[config.mk]
export PLATFORM = sky130hd
export DESIGN_NAME = rom_dl_router
export DESIGN_NICKNAME = d
export VERILOG_FILES = /design/src/rtl/rom_dl_router.sv
export SDC_FILE = /design/constraint.sdc
export NUM_CORES = 1
export LEC_CHECK = 0
export CAP_MARGIN = 40
export CELL_PAD_IN_SITES_DETAIL_PLACEMENT = 1
export CELL_PAD_IN_SITES_GLOBAL_PLACEMENT = 1
export CORE_ASPECT_RATIO = 0.8
export CORE_MARGIN = 4
export CORE_UTILIZATION = 34
export CTS_BUF_LIST = sky130_fd_sc_hd__clkbuf_16
export DETAILED_ROUTE_END_ITERATION = 6
export PLACE_DENSITY_LB_ADDON = 0.1
export SLEW_MARGIN = 40
export SYNTH_ARGS = -nofsm -noshare
export SYNTH_HDL_FRONTEND = slang
export SYNTH_SLANG_ARGS = --single-unit
[constraint.sdc]
create_clock -name clk_sys -period 3.4 [get_ports clk_sys]
set_input_delay 0.51 -clock clk_sys [delete_from_list [all_inputs] [get_ports clk_sys]]
set_output_delay 0.51 -clock clk_sys [all_outputs]
set_load 0.01 [all_outputs]
[src/rtl/rom_dl_router.sv]
// rom_dl_router
//   ROM download router and boot sequencer for the Irem M62 top level.
//   Decodes hps_io ioctl writes by index and address window and forwards ROM
//   bytes to NUM_PORTS SDRAM write ports using toggle request/acknowledge
//   handshakes. Also captures DIP switch bytes and core_mod, and stretches
//   the core reset until a ROM image has been loaded.
//
//   Optional feature: define ROM_DL_CHECKSUM_EN to accumulate a 16-bit
//   wrap-around sum of every ROM byte on dl_sum (cleared when a ROM download
//   starts). Without it dl_sum is tied to zero.
//
// Ports
//   clk_sys        system clock
//   reset_n        asynchronous active-low reset
//   ioctl_*        hps_io download bus (wr is a level, edge-detected here)
//   soft_reset     user reset request (status[0] | buttons[1])
//   port_ack/req   per-port toggle handshake with the sdram controller
//   port_a/ds      per-port word address and byte strobes
//   port_d         write data {byte, byte}, shared by all ports
//   port_we        ROM download active
//   dip_sw         captured DIP bytes, byte k at [8k+7:8k]
//   core_mod       hardware-variant select byte
//   rom_loaded     sticky, set when a ROM download ends
//   core_reset     active-high reset to target_top
//   overrun        sticky, ROM write hit a port whose request was pending
//   dl_sum         ROM checksum (zero unless ROM_DL_CHECKSUM_EN)

module rom_dl_router #(
    parameter int unsigned               NUM_PORTS  = 2,
    parameter logic [NUM_PORTS*25-1:0]   PORT_BASE  = {25'h30000, 25'h0},
    parameter logic [NUM_PORTS*25-1:0]   PORT_LIMIT = {25'hA0000, 25'h30000},
    parameter logic [7:0]                ROM_INDEX  = 8'd0,
    parameter logic [7:0]                MOD_INDEX  = 8'd1,
    parameter logic [7:0]                DIP_INDEX  = 8'd254,
    parameter int unsigned               DIP_BYTES  = 8,
    parameter logic [15:0]               RESET_HOLD = 16'hFFFF
) (
    input  logic                      clk_sys,
    input  logic                      reset_n,
    input  logic                      ioctl_download,
    input  logic [7:0]                ioctl_index,
    input  logic                      ioctl_wr,
    input  logic [24:0]               ioctl_addr,
    input  logic [7:0]                ioctl_dout,
    input  logic                      soft_reset,
    input  logic [NUM_PORTS-1:0]      port_ack,
    output logic [NUM_PORTS-1:0]      port_req,
    output logic [NUM_PORTS*23-1:0]   port_a,
    output logic [NUM_PORTS*2-1:0]    port_ds,
    output logic [15:0]               port_d,
    output logic                      port_we,
    output logic [8*DIP_BYTES-1:0]    dip_sw,
    output logic [7:0]                core_mod,
    output logic                      rom_loaded,
    output logic                      core_reset,
    output logic                      overrun,
    output logic [15:0]               dl_sum
);

    logic                     r_wr_last;
    logic                     r_rom_dl_last;
    logic [NUM_PORTS-1:0]     r_port_req;
    logic [NUM_PORTS*23-1:0]  r_port_a;
    logic [NUM_PORTS*2-1:0]   r_port_ds;
    logic [15:0]              r_port_d;
    logic [8*DIP_BYTES-1:0]   r_dip;
    logic [7:0]               r_core_mod;
    logic                     r_rom_loaded;
    logic                     r_overrun;
    logic [15:0]              r_cnt;
    logic                     r_core_reset;

    logic                     w_rom_dl;
    logic                     w_wr_evt;
    logic                     w_rom_evt;
    logic                     w_mod_evt;
    logic                     w_dip_evt;
    logic [NUM_PORTS-1:0]     w_hit;
    logic [NUM_PORTS-1:0]     w_pend;
    logic [23:0]              w_off [NUM_PORTS];

    assign w_rom_dl  = ioctl_download & (ioctl_index == ROM_INDEX);
    assign w_wr_evt  = ioctl_wr & ~r_wr_last;
    assign w_rom_evt = w_wr_evt & w_rom_dl;
    assign w_mod_evt = w_wr_evt & (ioctl_index == MOD_INDEX);
    assign w_dip_evt = w_wr_evt & (ioctl_index == DIP_INDEX) &
                       (ioctl_addr[24:3] == '0) &
                       (32'(ioctl_addr[2:0]) < DIP_BYTES);
    assign w_pend    = r_port_req ^ port_ack;

    // Offset bits above 23 never reach port_a, so only the low 24 bits of
    // the subtraction are formed; the window compare uses the full address.
    always_comb begin
        w_hit = '0;
        for (int unsigned i = 0; i < NUM_PORTS; i++) begin
            w_hit[i] = (ioctl_addr >= PORT_BASE[i*25 +: 25]) &&
                       (ioctl_addr <  PORT_LIMIT[i*25 +: 25]);
            w_off[i] = ioctl_addr[23:0] - PORT_BASE[i*25 +: 24];
        end
    end

    always_ff @(posedge clk_sys or negedge reset_n) begin
        if (!reset_n) begin
            r_wr_last     <= 1'b0;
            r_rom_dl_last <= 1'b0;
            r_port_req    <= '0;
            r_port_a      <= '0;
            r_port_ds     <= '0;
            r_port_d      <= '0;
            r_dip         <= '0;
            r_core_mod    <= '0;
            r_rom_loaded  <= 1'b0;
            r_overrun     <= 1'b0;
        end else begin
            r_wr_last     <= ioctl_wr;
            r_rom_dl_last <= w_rom_dl;
            if (w_rom_evt) begin
                for (int unsigned i = 0; i < NUM_PORTS; i++) begin
                    if (w_hit[i]) begin
                        r_port_req[i]         <= ~r_port_req[i];
                        r_port_a[i*23 +: 23]  <= w_off[i][23:1];
                        r_port_ds[i*2 +: 2]   <= {w_off[i][0], ~w_off[i][0]};
                    end
                end
                if (|w_hit)
                    r_port_d <= {ioctl_dout, ioctl_dout};
                if (|(w_hit & w_pend))
                    r_overrun <= 1'b1;
            end
            if (w_mod_evt)
                r_core_mod <= ioctl_dout;
            if (w_dip_evt) begin
                for (int unsigned k = 0; k < DIP_BYTES; k++) begin
                    if (ioctl_addr[2:0] == 3'(k))
                        r_dip[k*8 +: 8] <= ioctl_dout;
                end
            end
            if (r_rom_dl_last & ~w_rom_dl)
                r_rom_loaded <= 1'b1;
        end
    end

    // Reset stretch: the load term sees the old rom_loaded, so the edge that
    // sets rom_loaded is the last load cycle.
    always_ff @(posedge clk_sys or negedge reset_n) begin
        if (!reset_n) begin
            r_cnt        <= RESET_HOLD;
            r_core_reset <= 1'b1;
        end else begin
            if (soft_reset | ~r_rom_loaded | w_rom_dl)
                r_cnt <= RESET_HOLD;
            else if (r_cnt != '0)
                r_cnt <= r_cnt - 16'd1;
            r_core_reset <= (r_cnt != '0);
        end
    end

`ifdef ROM_DL_CHECKSUM_EN
    logic [15:0] r_sum;
    logic        w_rom_rise;

    assign w_rom_rise = w_rom_dl & ~r_rom_dl_last;

    always_ff @(posedge clk_sys or negedge reset_n) begin
        if (!reset_n)
            r_sum <= '0;
        else if (w_rom_rise)
            r_sum <= w_rom_evt ? {8'h00, ioctl_dout} : '0;
        else if (w_rom_evt)
            r_sum <= r_sum + {8'h00, ioctl_dout};
    end

    assign dl_sum = r_sum;
`else
    assign dl_sum = '0;
`endif

    assign port_req   = r_port_req;
    assign port_a     = r_port_a;
    assign port_ds    = r_port_ds;
    assign port_d     = r_port_d;
    assign port_we    = w_rom_dl;
    assign dip_sw     = r_dip;
    assign core_mod   = r_core_mod;
    assign rom_loaded = r_rom_loaded;
    assign core_reset = r_core_reset;
    assign overrun    = r_overrun;

endmodule

==> results.toml, run 1 <==
[route]
avgRoutedWirePerCell_um = 19.7
ant_nets = 0
first_pass_iters = 4
drc_errors = 0
vias_per_cell = 4.83
num_vias = 4484
wl_mm = 18.3
first_iter_violations = 137

[clock_network]
htreeDepth = 4
root_buffer = "clkbuf_16"
clkLatencyLatePin_ns = 0.42
holdBufCountCts = 0
post_cts_resized = 0
cts_made_buffers = 17
clock_sink_count = 153
cts_buffer_depth = 2
cts_tree = "done"
path_clk_slew_ns = 0.06
cts_setup_buffers = 0

[timing]
fin_crit_sh_pct = 87.7
maxSlewViolCount = 0
setup_violations = 0
rsz0062_at_grt = "no"
hold_viol = 0
setup_tns_ns = 0
tightest_slew_ns = 0.633
max_freq_ghz = 0.335
fin_crit_ns = 2.98
relSlewSlack_pct = 57.8
fin_skew_ns = 0.00609

[placed_design]
buffer_ports.inserted = 191
dp_hpwl_mm = 13.5
place_area_um2 = 8670
place_congestion = 0.846
numPlacedInstances = 896

[synth]
netlist_area_um2 = 6540
ys.flop_type = "dfrtp_1"
synth_edf_count = 0
yosysTopAreaCell = "dfrtp_1"
synth_top_area_share_pct = 52.0
avgSynthCellArea_um2 = 14.1
synth_cell_types = 55
syn_inst = 465
yosysMostFrequentCell = "dfrtp_1"
synth_seq_cells = 153
ys_warn_count = 0
synth_commonest_cells = "dfrtp_1 (136), mux2_2 (105), buf_4 (25), dfstp_2 (17), mux2_1 (13)"
seq_area_frac_synth_pct = 58.9
ys_async_sr_fraction_pct = 100
yosys-top-cells-area = "dfrtp_1 (52%), mux2_2 (18%), dfstp_2 (6.8%), buf_4 (2.9%), mux2_1 (2.2%)"

[worst_setup_path]
crit_required_ns = 2.89
rrSetupSlack_ns = 1.06
endpoint_kind = "primary output"
r2r_end = "port_a[33]"
path_max_fanout = 5
worstPathArrival_ns = 2.47
cp-start-kind = "primary input"
r2r_cells = 5
r2r_start = "r_wr_last"
critPathKind = "primary input to primary output"

[global_route]
antenna_found_initial = 0
grt.total_usage_pct = 17.6
overflow = 0
first_global_vias = 5028
grt_pass1_wl_mm = 29.4
grt_max_degree = 67

[floorplanning]
num_io_pins = 208
rows = 45
die_x_um = 163
core_area_um2 = 18900
fp.dieArea_um2 = 21500
die_h_um = 132
start_util_pct = 34.6

[final_layout]
drive_gt1_share_pct = 27.2
finish.instance_area_um2 = 9300
fill_cells = 1951
area_growth_pct = 42.1
diodes = 0
final_util_pct = 49.1
nets = 708
layout.cells.non_filler = 928

[power]
leakage_nw = 4.27
p_total_mw = 4.02
power_density_nw_per_um2 = 432
vdd_ir_drop_max_v = 0.000289

[flow_run]
maxCapViolations = 0

[run_status]
status = "complete, no violations"

[hold_path]
hold_path_class = "primary input to async pin"
==> critical path, stage by stage <==
cell and delay [ns]:
clkdlybuf4s50_1 0.41, or4_1 0.63, nor3_1 0.31, clkdlybuf4s50_1 0.61
==> stage by stage <==
| stage | hold slack, ns | setup slack, ns |
|---|---|---|
| final | 0.0734 | 0.418 |
| after global routing | 0.0993 | 0.316 |
| after CTS | 0.0897 | 0.389 |
| after detailed placement | 0.447 | 0.347 |
| after global placement | 0.446 | 0.404 |
| after floorplan | 0.214 | 0.835 |
==> registers in the layout (all words and copies together), names as in the netlist <==
| name | flops |
|---|---|
| core_mod | 8 |
| core_reset | 1 |
| dip_sw | 64 |
| overrun | 1 |
| port_a | 46 |
| port_d | 8 |
| port_ds | 4 |
| port_req | 2 |
| r_cnt | 16 |
| r_rom_dl_last | 1 |
| r_wr_last | 1 |
| rom_loaded | 1 |
==> worst max-delay path by stage <==
| stage | slack, ns | from | cells past startpoint | endpoint |
|---|---|---|---|---|
| 5_1_grt | 0.32 | ioctl_index[4] | 4 | port_we |
| 2_1_floorplan | 0.84 | ioctl_addr[21] | 5 | port_a[29] |
| 3_3_place_gp | 0.40 | ioctl_addr[21] | 6 | port_a[28] |
| 4_1_cts | 0.39 | ioctl_index[4] | 4 | port_we |
| 3_5_place_dp | 0.35 | ioctl_addr[21] | 6 | port_a[33] |
| 6_report | 0.42 | ioctl_index[4] | 4 | port_we |
==> final cells by class <==
cell class / count / area, um2 / area share, %
inverter: 9 / 33.8 / 0.363
clock buffer: 17 / 425 / 4.58
multi-input combinational: 275 / 2440 / 26.2
sequential: 153 / 3850 / 41.4
clock inverter: 15 / 201 / 2.17
tap: 258 / 323 / 3.47
timing repair buffer: 201 / 2030 / 21.8
==> logic make-up after synthesis <==
family	count (synthesis)	synth area share, %
flip-flops	153	58.9
XOR/XNOR	6	0.803
multiplexers	124	21.2
buffers and inverters	52	4.90
adder cells (fa/ha/maj)	3	0.574
other	1	0.0573
AND/OR/NAND/NOR	96	10.2
AO/OA/AOI/OAI	30	3.35
==> layout by cell type (no fill, tap or decap), drive strengths merged, types with 3 or more instances in the layout <==
cell type	instances
clkdlybuf4s50	190
dfrtp	136
mux2	118
clkbuf	17
dfstp	17
conb	16
inv	13
nor2	11
buf	11
nor3	10
nor2b	10
nand4	10
nor4	9
o21ai	8
or4	6
nand3	6
mux2i	6
xor2	5
or3	5
o31ai	5
nand2	4
bufinv	4
clkinv	4
a21oi	3
nand3b	3
and3b	3
nand4b	3
nor3b	3
ha	3
clkinvlp	3
a211oi	3
==> power by group <==
| part | switching (mW) | internal, mW | leakage [nW] |
|---|---|---|---|
| combinational | 0.105 | 0.0727 | 1.91 |
| sequential | 0.00358 | 1.83 | 2.06 |
| clock | 0.776 | 1.23 | 0.304 |
==> metal layers <==
layer | share of wire (%) | routed length [um] | vias up | GRT usage (%)
li1 | - | - | 2025 | -
met2 | 50 | 9210 | 116 | 29.2
met4 | 0.70 | 127 | 0 | 3.63
met3 | 6.2 | 1130 | 13 | 5.85
met5 | 0 | 0 | - | 0
met1 | 43 | 7800 | 2330 | 22.7
Note: power is estimated with default switching activity, not from simulation.
==> inputs of run 2 (changes only) <==
CORE_UTILIZATION = 35   (was 34)
SKIP_LAST_GASP = 1   (was not set)
==> run 2 against run 1 <==
Global-route usage rose by 0.26 points; die area shrank 2.7%; sequential share of layout area grew 0.11 points; clock-buffer cell count stayed put; setup slack worse by 0.021 ns; via count is 0.51% higher; non-clock buffer count up 3; final area shrank 0.27%; clock power is 5% lower; maximum frequency decreased by 0.70%; flip-flop and latch count unchanged; total power decreased by 2.8%; critical path type unchanged.
==> results.toml, run 2 (same netlist as run 1, synthesis figures left out) <==
[floorplanning]
core_area_um2 = 18200
fp.dieArea_um2 = 21000
start_util_pct = 35.9
die_h_um = 130
num_io_pins = 208
die_x_um = 161
rows = 44

[timing]
tightest_slew_ns = 0.690
rsz0062_at_grt = "no"
setup_tns_ns = 0
whs_ns = 0.0931
max_freq_ghz = 0.333
relSlewSlack_pct = 53.6
fin_crit_sh_pct = 88.3
fin_crit_ns = 3.00
setup_violations = 0
maxSlewViolCount = 0
hold_viol = 0
fin_skew_ns = 0.0112
setup_slack_ns = 0.397

[clock_network]
cts_setup_buffers = 0
cts_buffer_depth = 2
clkLatencyLatePin_ns = 0.42
holdBufCountCts = 0
root_buffer = "clkbuf_16"
cts_tree = "done"
htreeDepth = 4
cts_made_buffers = 17
clock_sink_count = 153
post_cts_resized = 0
path_clk_slew_ns = 0.06

[final_layout]
layout_common_cells = "clkdlybuf4s50_1 (190), dfrtp_1 (136), mux2_2 (105)"
nets = 711
final_util_pct = 50.9
diodes = 0
final_common_cell = "clkdlybuf4s50_1"
finish.instance_area_um2 = 9270
area_growth_pct = 41.8
largest_register_ffs = 64
layout.cells.non_filler = 926
drive_gt1_share_pct = 27.5

[power]
vdd_ir_drop_max_v = 0.000269
power_density_nw_per_um2 = 421
p_total_mw = 3.90
leakage_nw = 4.28

[placed_design]
place_area_um2 = 8680
place_congestion = 0.800
numPlacedInstances = 894
place_ws_ns = 0.327
buffer_ports.inserted = 191
dp_hpwl_mm = 13.6

[global_route]
grt_pass1_wl_mm = 29.0
overflow = 0
first_global_vias = 4945
grt_max_degree = 68
antenna_found_initial = 0
grt.total_usage_pct = 17.9

[worst_setup_path]
slowest_delay_ns = 0.63
crit_required_ns = 2.89
timing.critical_path.mode_cell = "clkdlybuf4s50_1"
rrSetupSlack_ns = 1.05
critPathKind = "primary input to primary output"
path_max_fanout = 5
cp-start-kind = "primary input"
slowest_stage = "or4_1"
crit_buf_inv = 3
r2r_start = "r_wr_last"
r2r_end = "port_a[27]"
worstPathArrival_ns = 2.49
critical_path.top_delay_family = "buffers and inverters"
r2r_cells = 5
endpoint_kind = "primary output"
path_cells = "clkdlybuf4s50_1 -> or4_1 -> nor3_1 -> buf_4 -> clkdlybuf4s50_1"

[route]
drc_errors = 0
num_vias = 4507
wl_mm = 18.4
avgRoutedWirePerCell_um = 19.9
routed-wl-met3_mm = 1.29
wl_met2_mm = 9.08
vias_per_cell = 4.87
ant_nets = 0
routed.top_layer = "met4"
first_pass_iters = 4
first_iter_violations = 153
wl_met1_mm = 7.98

[hold_path]
hold_path_class = "primary input to async pin"

[run_status]
status = "complete, no violations"

[flow_run]
maxCapViolations = 0
run 2: worst max path at each step:
stage	slack, ns	start	depth (start not counted)	to
final	0.40	ioctl_index[4]	5	port_we
after global routing	0.30	ioctl_index[4]	5	port_we
after CTS	0.37	ioctl_index[5]	5	port_we
after detailed placement	0.33	ioctl_addr[9]	5	dip_sw[35]
after global placement	0.35	ioctl_addr[9]	5	dip_sw[52]
after floorplan	0.84	ioctl_addr[21]	5	port_a[29]
run 2: power by group:
part | switching, mW | total, mW | internal [mW]
Combinational | 0.106 | 0.179 | 0.0725
Clock | 0.797 | 1.90 | 1.10
Sequential | 0.00396 | 1.83 | 1.83
Total | 0.907 | 3.90 | 3.00
run 2: cell type report:
cell class | count | area [um2]
flip-flops and latches | 153 | 3850
inverters | 9 | 33.8
clock inverters | 15 | 166
fillers | 1828 | 8950
clock buffers | 17 | 425
multi-input cells | 275 | 2430
well taps | 253 | 317
repair buffers | 204 | 2050
run 2: layer usage:
layer  vias to the layer above  global-route usage [%]
met2                       122                    29.5
met1                      2337                    22.5
met3                         7                    7.01
met4                         0                    4.06
li1                       2041                       -
met5                         -                       0
==> inputs of run 3 (changes only) <==
CORE_MARGIN = 5   (was 4)
==> run 3 against run 2 <==
Final cell count shrank 0.43%; maximum frequency shrank 0.37%; total power shrank 0.13%; critical path depth is the same; global-route usage grew 0.15 points; non-clock buffer count shrank 3; combinational power is essentially flat; via count shrank 0.91%; clock-buffer cell count is the same; die area grew 2.8%; register-to-register slack is essentially flat; clock skew shrank 0.0045 ns; critical endpoint unchanged; largest cell class unchanged; highest routed layer unchanged.
==> results.toml, run 3 (same netlist as run 1, synthesis figures left out) <==
[run_status]
status = "complete, no violations"

[global_route]
antenna_found_initial = 0
grt_max_degree = 82
grt.total_usage_pct = 18.0
overflow = 0
first_global_vias = 5155
grt_pass1_wl_mm = 30.2

[route]
num_vias = 4466
vias_per_cell = 4.84
first_pass_iters = 4
wl_mm = 18.8
ant_nets = 0
avgRoutedWirePerCell_um = 20.4
first_iter_violations = 196
drc_errors = 0

[clock_network]
htreeDepth = 4
holdBufCountCts = 0
root_buffer = "clkbuf_16"
cts_tree = "done"
path_clk_slew_ns = 0.06
cts_setup_buffers = 0
cts_made_buffers = 17
clock_sink_count = 153
post_cts_resized = 0
cts_buffer_depth = 2
clkLatencyLatePin_ns = 0.42

[flow_run]
maxCapViolations = 0

[final_layout]
drive_gt1_share_pct = 27.2
nets = 708
diodes = 0
final_util_pct = 50.7
final_common_cell = "clkdlybuf4s50_1"
layout_common_cells = "clkdlybuf4s50_1 (190), dfrtp_1 (136), mux2_2 (105)"
multi_input_area_um2 = 2450
fill_cells = 1853
largest_register_ffs = 64
area_growth_pct = 41.6
ff_latch_area_um2 = 3850

[floorplanning]
rows = 44
start_util_pct = 35.8
die_h_um = 132
core_area_um2 = 18300
num_io_pins = 208
die_x_um = 163
fp.dieArea_um2 = 21500

[hold_path]
hold_path_class = "primary input to async pin"

[timing]
setup_tns_ns = 0
relSlewSlack_pct = 52.4
maxSlewViolCount = 0
hold_viol = 0
tightest_slew_ns = 0.708
fin_crit_ns = 3.01
fin_crit_sh_pct = 88.7
fin_skew_ns = 0.00669
rsz0062_at_grt = "no"
max_freq_ghz = 0.332
setup_violations = 0

[worst_setup_path]
path_max_fanout = 5
path_cells = "clkdlybuf4s50_1 -> or4_1 -> nor3_1 -> buf_4 -> clkdlybuf4s50_1"
r2r_end = "port_a[25]"
r2r_start = "r_wr_last"
slowest_delay_ns = 0.65
rrSetupSlack_ns = 1.06
slowest_stage = "or4_1"
crit_required_ns = 2.89
r2r_cells = 5
timing.critical_path.mode_cell = "clkdlybuf4s50_1"
crit_start = "ioctl_index[4]"
worstPathArrival_ns = 2.50
critPathKind = "primary input to primary output"
endpoint_kind = "primary output"
cp-start-kind = "primary input"

[power]
vdd_ir_drop_max_v = 0.000245
power_density_nw_per_um2 = 421
leakage_nw = 4.27

[placed_design]
buffer_ports.inserted = 191
place_congestion = 0.797
dp_hpwl_mm = 13.9
-- run 3: changes by cell type in the layout (fill, tap and decap cells not counted), sizes merged --
cell and change:
buf -4, inv -2, clkinv +1, clkbuf +1
-- run 3: routing by layer --
metal / GRT usage [%] / part of all wire (%) / vias up
met5: 0 / 0 / -
met4: 4.05 / 0.97 / 0
met3: 7.28 / 7.8 / 12
met2: 29.7 / 49 / 119
met1: 22.4 / 42 / 2308
li1: - / - / 2027
-- run 3: worst max-delay path: cells and delay by family --
kind                   cells  cell delay (ns)
and+or+nand+nor            2             0.88
buffers and inverters      3             1.11
-- run 3: layout make-up --
class | instances | share of cell area (%)
Tap cell | 253 | 3.42
Inverter | 9 | 0.365
Timing Repair Buffer | 201 | 21.9
Multi-Input combinational cell | 275 | 26.4
Sequential cell | 153 | 41.6
Clock buffer | 17 | 4.59
Clock inverter | 14 | 1.76
-- run 3: through the flow --
| step | cell area (um2) | cells | setup WS, ns | total power, mW | hold WS [ns] |
|---|---|---|---|---|---|
| finish | 9260 | 922 | 0.386 | 3.90 | 0.106 |
| global route | 9260 | 922 | 0.313 | 4.05 | 0.171 |
| CTS | 9250 | 922 | 0.369 | 3.95 | 0.146 |
| detailed placement | 8660 | 891 | 0.360 | 2.04 | 0.449 |
| global placement | 8650 | 891 | 0.393 | 2.04 | 0.469 |
| floorplan | 6600 | 480 | 0.835 | 1.92 | 0.214 |
-- run 3: power by group --
group          switching [mW]  total [mW]  leakage (nW)  internal [mW]
Sequential            0.00391        1.83          2.06           1.83
Clock                   0.799        1.89         0.282           1.09
Combinational           0.104       0.176          1.93         0.0722
-- run 3: worst max-delay path by stage --
stage,endpoint,slack [ns],cells past startpoint
2_1_floorplan,port_a[29],0.84,5
3_3_place_gp,port_we,0.39,5
3_5_place_dp,dip_sw[44],0.36,6
4_1_cts,port_we,0.37,5
5_1_grt,port_we,0.31,5
6_report,port_we,0.39,5
